--- src/rtl/mfcc_pkg.sv ---
// Purpose  : shared constants and FSM encoding for the MFCC delta stage.
// Latency  : n/a (declarations only).
// Backpres.: n/a (declarations only).
package mfcc_pkg;
   localparam int NCOEF    = 13;      // coefficients per frame
   localparam int DWIDTH   = 26;      // signed coefficient width, in and out
   localparam int SLOTS_AW = 3;       // 8 history slots, 5 in use
   localparam int IDX_AW   = 4;       // coefficient address bits per slot
   localparam int AW       = SLOTS_AW + IDX_AW;
   localparam int RECIP    = 6554;    // unsigned Q16 approximation of 1/10
   localparam int NWIN     = 2;       // regression window half-width
   localparam int NFRAMES  = 2*NWIN + 1;
   localparam int SWIDTH   = 29;      // regression numerator width
   localparam int RWIDTH   = 15;      // RECIP as a signed operand
   localparam int PWIDTH   = SWIDTH + RWIDTH;
   localparam int SHIFT    = 16;      // Q16 back to integer
   localparam int RND      = 1 << (SHIFT - 1);

   typedef enum logic [1:0] {
      IDLE  = 2'd0,
      STAT  = 2'd1,
      DELTA = 2'd2,
      DONE  = 2'd3
   } state_t;
endpackage

--- src/rtl/mfcc_hist_ram.sv ---
// Purpose  : simple dual-port frame history RAM, address {slot, coef index}.
// Latency  : write lands at the clock edge; read data registered, 1 cycle.
// Backpres.: none; one write and one read may occur every cycle.
// Ports    : clk; wr_en/wr_addr/wr_dat write port; rd_addr in, rd_dat out.
module mfcc_hist_ram
   import mfcc_pkg::*;
(
   input  logic              clk,
   input  logic              wr_en,
   input  logic [AW-1:0]     wr_addr,
   input  logic [DWIDTH-1:0] wr_dat,
   input  logic [AW-1:0]     rd_addr,
   output logic [DWIDTH-1:0] rd_dat
);
   logic [DWIDTH-1:0] mem [2**AW];

   // Contents are not reset; the write and read slots never coincide.
   always_ff @(posedge clk) begin
      if (wr_en) mem[wr_addr] <= wr_dat;
      rd_dat <= mem[rd_addr];
   end
endmodule

--- src/rtl/mfcc_delta.sv ---
// Purpose  : keeps 5 frames of MFCC statics, emits statics then N=2 regression deltas.
// Latency  : static k at C+3+k after commit cycle C; deltas every 4 cycles, last by C+69.
// Backpres.: none; a commit while busy is stored, flagged on overrun, and not computed.
// Ports    : clk, sclr (sync, active high); x_i/index_in/dv_in frame input;
//            x_o/out_index/dv_out output stream; busy, overrun status.
module mfcc_delta
   import mfcc_pkg::*;
(
   input  logic              clk,
   input  logic              sclr,
   input  logic [DWIDTH-1:0] x_i,
   input  logic [4:0]        index_in,
   input  logic              dv_in,
   output logic [DWIDTH-1:0] x_o,
   output logic [4:0]        out_index,
   output logic              dv_out,
   output logic              busy,
   output logic              overrun
);
   localparam logic signed [RWIDTH-1:0] RECIP_S = RWIDTH'(RECIP);

   state_t                   state;
   logic                     dv_in_d;
   logic [SLOTS_AW-1:0]      wr_slot;
   logic [SLOTS_AW-1:0]      t_slot;       // centre frame, latched at launch
   logic [2:0]               fcnt;
   logic [2:0]               fcnt_nxt;
   logic                     commit;
   logic                     launch;
   logic                     wr_en;
   logic [4:0]               k;
   logic [1:0]               ph;           // delta read phase: t+2, t-2, t+1, t-1
   logic                     iss_delta;
   logic [SLOTS_AW-1:0]      rd_slot;
   logic [AW-1:0]            rd_addr;
   logic [DWIDTH-1:0]        rd_dat;
   // read-return stage, aligned with rd_dat
   logic                     s1_stat;
   logic                     s1_delta;
   logic [4:0]               s1_k;
   logic [1:0]               s1_ph;
   logic signed [SWIDTH-1:0] rd_ext;
   logic signed [SWIDTH-1:0] rd_x2;
   logic signed [SWIDTH-1:0] acc;
   logic signed [SWIDTH-1:0] s_fin;
   // multiply stage
   logic signed [PWIDTH-1:0] prod;
   logic                     prod_vld;
   logic [4:0]               prod_k;

   assign commit    = dv_in_d & ~dv_in;
   assign fcnt_nxt  = (fcnt == 3'(NFRAMES)) ? fcnt : fcnt + 3'd1;
   assign launch    = commit & ~busy & (fcnt_nxt == 3'(NFRAMES));
   assign wr_en     = dv_in & (index_in < 5'(NCOEF));
   assign iss_delta = (state == DELTA) && (k < 5'(NCOEF));

   always_comb begin
      rd_slot = t_slot;
      if (state == DELTA) begin
         case (ph)
            2'd0:    rd_slot = t_slot + SLOTS_AW'(2);
            2'd1:    rd_slot = t_slot - SLOTS_AW'(2);
            2'd2:    rd_slot = t_slot + SLOTS_AW'(1);
            default: rd_slot = t_slot - SLOTS_AW'(1);
         endcase
      end
   end
   assign rd_addr = {rd_slot, k[IDX_AW-1:0]};

   mfcc_hist_ram u_ram (
      .clk     (clk),
      .wr_en   (wr_en),
      .wr_addr ({wr_slot, index_in[IDX_AW-1:0]}),
      .wr_dat  (x_i),
      .rd_addr (rd_addr),
      .rd_dat  (rd_dat)
   );

   assign rd_ext = {{(SWIDTH-DWIDTH){rd_dat[DWIDTH-1]}}, rd_dat};
   assign rd_x2  = rd_ext <<< 1;
   assign s_fin  = acc - rd_ext;             // phase 3 closes the numerator

   always_ff @(posedge clk) begin
      if (sclr) begin
         state     <= IDLE;
         dv_in_d   <= 1'b0;
         wr_slot   <= '0;
         t_slot    <= '0;
         fcnt      <= '0;
         k         <= '0;
         ph        <= '0;
         busy      <= 1'b0;
         overrun   <= 1'b0;
         s1_stat   <= 1'b0;
         s1_delta  <= 1'b0;
         s1_k      <= '0;
         s1_ph     <= '0;
         acc       <= '0;
         prod      <= '0;
         prod_vld  <= 1'b0;
         prod_k    <= '0;
         x_o       <= '0;
         out_index <= '0;
         dv_out    <= 1'b0;
      end else begin
         dv_in_d <= dv_in;
         overrun <= commit & busy;
         dv_out  <= 1'b0;
         if (commit) begin
            wr_slot <= wr_slot + SLOTS_AW'(1);
            fcnt    <= fcnt_nxt;
         end

         s1_stat  <= (state == STAT);
         s1_delta <= iss_delta;
         s1_k     <= k;
         s1_ph    <= ph;

         case (state)
            IDLE: if (launch) begin
               state  <= STAT;
               busy   <= 1'b1;
               // committed slot is t+2, so t is two behind the pre-increment pointer
               t_slot <= wr_slot - SLOTS_AW'(2);
               k      <= '0;
               ph     <= '0;
            end
            STAT: begin
               if (k == 5'(NCOEF-1)) begin
                  k     <= '0;
                  state <= DELTA;
               end else begin
                  k <= k + 5'd1;
               end
            end
            DELTA: begin
               if (iss_delta) begin
                  ph <= ph + 2'd1;
                  if (ph == 2'd3) k <= k + 5'd1;
               end
               if (prod_vld && prod_k == 5'(NCOEF-1)) state <= DONE;
            end
            default: begin
               state <= IDLE;
               busy  <= 1'b0;
            end
         endcase

         if (s1_stat) begin
            x_o       <= rd_dat;
            out_index <= s1_k;
            dv_out    <= 1'b1;
         end

         if (s1_delta) begin
            case (s1_ph)
               2'd0:    acc <= rd_x2;
               2'd1:    acc <= acc - rd_x2;
               2'd2:    acc <= acc + rd_ext;
               default: acc <= acc;
            endcase
         end
         prod_vld <= s1_delta && (s1_ph == 2'd3);
         if (s1_delta && s1_ph == 2'd3) begin
            prod   <= s_fin * RECIP_S;
            prod_k <= s1_k;
         end

         // round half up, then drop to DWIDTH (range cannot overflow)
         if (prod_vld) begin
            x_o       <= DWIDTH'((prod + PWIDTH'(RND)) >>> SHIFT);
            out_index <= 5'(NCOEF) + prod_k;
            dv_out    <= 1'b1;
         end
      end
   end
endmodule

--- config.mk ---
export PLATFORM = sky130hd
export DESIGN_NAME = mfcc_delta
export DESIGN_NICKNAME = d
export VERILOG_FILES = /design/src/rtl/mfcc_pkg.sv /design/src/rtl/mfcc_hist_ram.sv /design/src/rtl/mfcc_delta.sv
export SDC_FILE = /design/constraint.sdc
export NUM_CORES = 2
export LEC_CHECK = 0
export CAP_MARGIN = 20
export CORE_UTILIZATION = 40
export CTS_BUF_LIST = sky130_fd_sc_hd__clkbuf_16
export DETAILED_ROUTE_END_ITERATION = 10
export SKIP_CTS_REPAIR_TIMING = 1
export SYNTH_ARGS = -nofsm -noshare
export SYNTH_HDL_FRONTEND = slang
export SYNTH_HIERARCHICAL = 1
export SYNTH_SLANG_ARGS = --single-unit
--- constraint.sdc ---
create_clock -name clk -period 16.1 [get_ports clk]
set_input_delay 2.415 -clock clk [delete_from_list [all_inputs] [get_ports clk]]
set_output_delay 2.415 -clock clk [all_outputs]
set_load 0.05 [all_outputs]
==> summary.md <==
| Metric | Value |
|---|---|
| Status | `completed` |
| Post-synth ARST share | `0%` |
| Vias in the first global route | `72,610` |
| Kind of critical path | `flip-flop to flip-flop` |
| Total GRT Usage | `20.70%` |
| Power Total | `18.90 mW` |
| Placed insts | `11,610` |
| Post-synth EDFFs | `3,328` |
| RSZ-0062 raised after global routing | `false` |
| Commonest non-fill, non-tap cell in the layout | `edfxtp_1` |
| Placement Setup Slack | `7880 ps` |
| Clk slew on worst S/H paths | `60 ps` |
| Sequential area share after synthesis | `71.70%` |
| Fin area | `162,800 µm²` |
| Synth area leaders | `edfxtp_1, mux4_2, dfxtp_1, ha_1, fa_1` |
| Leakage | `50.59 nW` |
| Post-route ant nets | `0` |
| Synth Area per Inst | `20.76 µm²` |
| WHS Path Cells | `2` |
| Setup Skew | `64.28 ps` |
| Pwr dens | `116.1 nW/µm²` |
| Ports | `68` |
| Vias per cell | `5.776` |
| Clock Latency Late Sink | `950 ps` |
| Synth unique cells | `100` |
| Final Hold Viols | `0` |
| Slew HR | `22.68%` |
| Multi-input gate area | `39,090 µm²` |
| Max-Cap Viols | `0` |
| Worst Setup Start Kind | `flip-flop` |
| Initial antenna violation count | `39` |
| Mapped cell area | `143,600 µm²` |
| Hpwl dp | `220,300 µm` |
| Fmax | `121.0 MHz` |
| Layout Nets | `7,598` |
| Data arrival, critical path | `9100 ps` |
| # rows | `219` |
| Largest net degree at the start of global routing | `139` |
| Non-filler cells, final | `12,280` |
| Die height | `601.1 µm` |
| CTS tree | `built` |
| Setup TNS | `0 ps` |
| Synth Register Bits | `3,478` |
| Port Buffer Count | `67` |
| Synth Net Count | `7,291` |
| Die area | `361,300 µm²` |
| Clock sinks | `3,478` |
| Worst reg2reg setup slack | `7840 ps` |
| Final worst-path cycle share | `51.32%` |
| Hold path start | `s1_k[3]` |
| Reg area | `103,000 µm²` |
| HP Class | `flip-flop to flip-flop` |
| Syn Inst Count | `6,916` |
| Reg2reg end | `prod[41]` |
| Max stage delay on crit path | `520 ps` |
| Area delta synth->final | `13.41%` |
| Layout cell share with drive strength beyond 1 | `27.00%` |
| Synth area leader | `edfxtp_1` |
| Synth Flop Type | `edfxtp_1` |
| Top cell by count, worst path | `a21o_1` |
| Cell area after placement | `151,500 µm²` |
| Critical Path Fanout Max | `5` |
| Vias | `70,920` |
| First-pass GRT wire length | `535,900 µm` |
| Starting DRT DRC Count | `7,840` |
| Initial core utilization | `40.27%` |
| R2R cell count | `32` |
| Core ar. | `356,500 µm²` |
| Die Span X | `601.1 µm` |
| Setup WS post-layout | `7837 ps` |
| GRT overflow | `0` |
| # setup viols final | `0` |
| WHS Endpoint | `prod_k[3]` |
| # fillers | `29,300` |
| WL/cell | `30.71 µm` |
| CTS Buffer Depth | `4` |
| DRC | `0` |
| Ys Warns | `6` |
| Worst slew pin tran | `1157 ps` |
| GP Congestion | `0.8352` |
| Min Clock Period, post-route | `8263 ps` |
| First-pass DRT Iterations | `6` |
| Crit Reg-Reg Startpoint | `u_ram/rd_dat[1]` |
| # H-tree levels | `5` |
| CTS Root Cell | `clkbuf_16` |
| Total CTS buffers | `361` |
| Total wire length | `377,100 µm` |
| Share of the synthesized area in the top cell type | `69.61%` |
| VDD IR-drop max | `0.08207 mV` |
| Most frequent cells in the layout | `edfxtp_1, mux4_2, inv_1, clkbuf_16, buf_4` |
| Slowest stage cell, crit path | `fa_1` |
| CP Capture Type | `flip-flop` |
| CP required | `16,930 ps` |
| Slew Limit Fails | `0` |
state kept, by name, summed over array words and instances, names as in the netlist, named ones only:
register / flops
u_ram/mem: 3328
dv_out: 1
wr_slot: 3
out_index: 5
busy: 1
s1_delta: 1
ph: 2
acc: 29
prod_k: 5
state: 2
s1_stat: 1
t_slot: 3
s1_ph: 2
dv_in_d: 1
fcnt: 1
overrun: 1
prod: 27
s1_k: 5
u_ram/rd_dat: 26
k: 5
prod_vld: 1
x_o: 26
layer usage:
| layer | wire, µm | GRT usage (%) | vias up |
|---|---|---|---|
| met3 | 27230 | 3.313 | 456 |
| met2 | 184600 | 34.16 | 2727 |
| met5 | 115 | 0 | - |
| met4 | 9309 | 5.139 | 18 |
| met1 | 155800 | 28.82 | 38590 |
| li1 | - | - | 29130 |
area by class of cell:
| class | instances | share of cell area (%) |
|---|---|---|
| Sequential cell | 3478 | 63.24 |
| Clock buffer | 372 | 5.718 |
| Tap cell | 4751 | 3.651 |
| Multi-Input combinational cell | 2806 | 24.01 |
| Clock inverter | 273 | 1.117 |
| Inverter | 294 | 0.6793 |
| Antenna cell | 22 | 0.03381 |
| Timing Repair Buffer | 282 | 1.555 |
report_power, final:
group / switching, mW / internal (mW)
sequential: 0.00487 / 9.91
combinational: 0.670 / 0.411
clock: 3.44 / 4.45
total: 4.12 / 14.8
logic make-up after synthesis:
kind of cell	share of synthesized area, %
buffers and inverters	1.761
XOR/XNOR	0.8541
AND/OR/NAND/NOR	2.190
AO/OA/AOI/OAI	2.488
adder cells (fa/ha/maj)	3.620
multiplexers	17.38
flip-flops	71.70
critical path, delay by kind of cell, from the launching register on:
family                   cells  cell delay [ps]
adder cells (fa/ha/maj)      6             2750
AO/OA/AOI/OAI               17             3530
flip-flops                   1              420
buffers and inverters        4              320
AND/OR/NAND/NOR              2              610
XOR/XNOR                     3              530
synthesized netlist by cell type, drive strengths merged, types with 5 or more instances:
master,number
a221o,5
a221oi,22
a21oi,181
nor3,31
dfxtp,150
a211o,13
or2,6
mux4,1092
xnor2,85
buf,131
or3,17
and3,16
fa,124
a21o,38
o211ai,12
clkbuf,207
mux2,27
a211oi,61
nand2,159
nand2b,20
xor2,52
o21bai,24
nor2b,62
a311oi,16
o21a,14
and2,7
ha,217
inv,294
o31ai,9
o21ai,74
mux2i,6
nand3,52
o31a,7
nor3b,5
nor2,249
edfxtp,3328
nor4,6
nand4,17
a31oi,14
how the worst max path moves through the flow:
| stage | startpoint | end | cells past startpoint |
|---|---|---|---|
| CTS | u_ram/rd_dat[1] | prod[41] | 32 |
| floorplan | u_ram/rd_dat[1] | prod[41] | 32 |
| global route | u_ram/rd_dat[1] | prod[41] | 32 |
| finish | u_ram/rd_dat[1] | prod[41] | 32 |
| global placement | u_ram/rd_dat[0] | prod[41] | 31 |
| detailed placement | u_ram/rd_dat[1] | prod[41] | 32 |
through the flow:
stage,utilization (%),hold WS (ps)
floorplan,-,429.2
global placement,42.43,449.8
detailed placement,42.50,460.9
CTS,45.62,468.9
global route,45.66,496.3
finish,45.67,468.5
(Power assumes the default switching activity.)
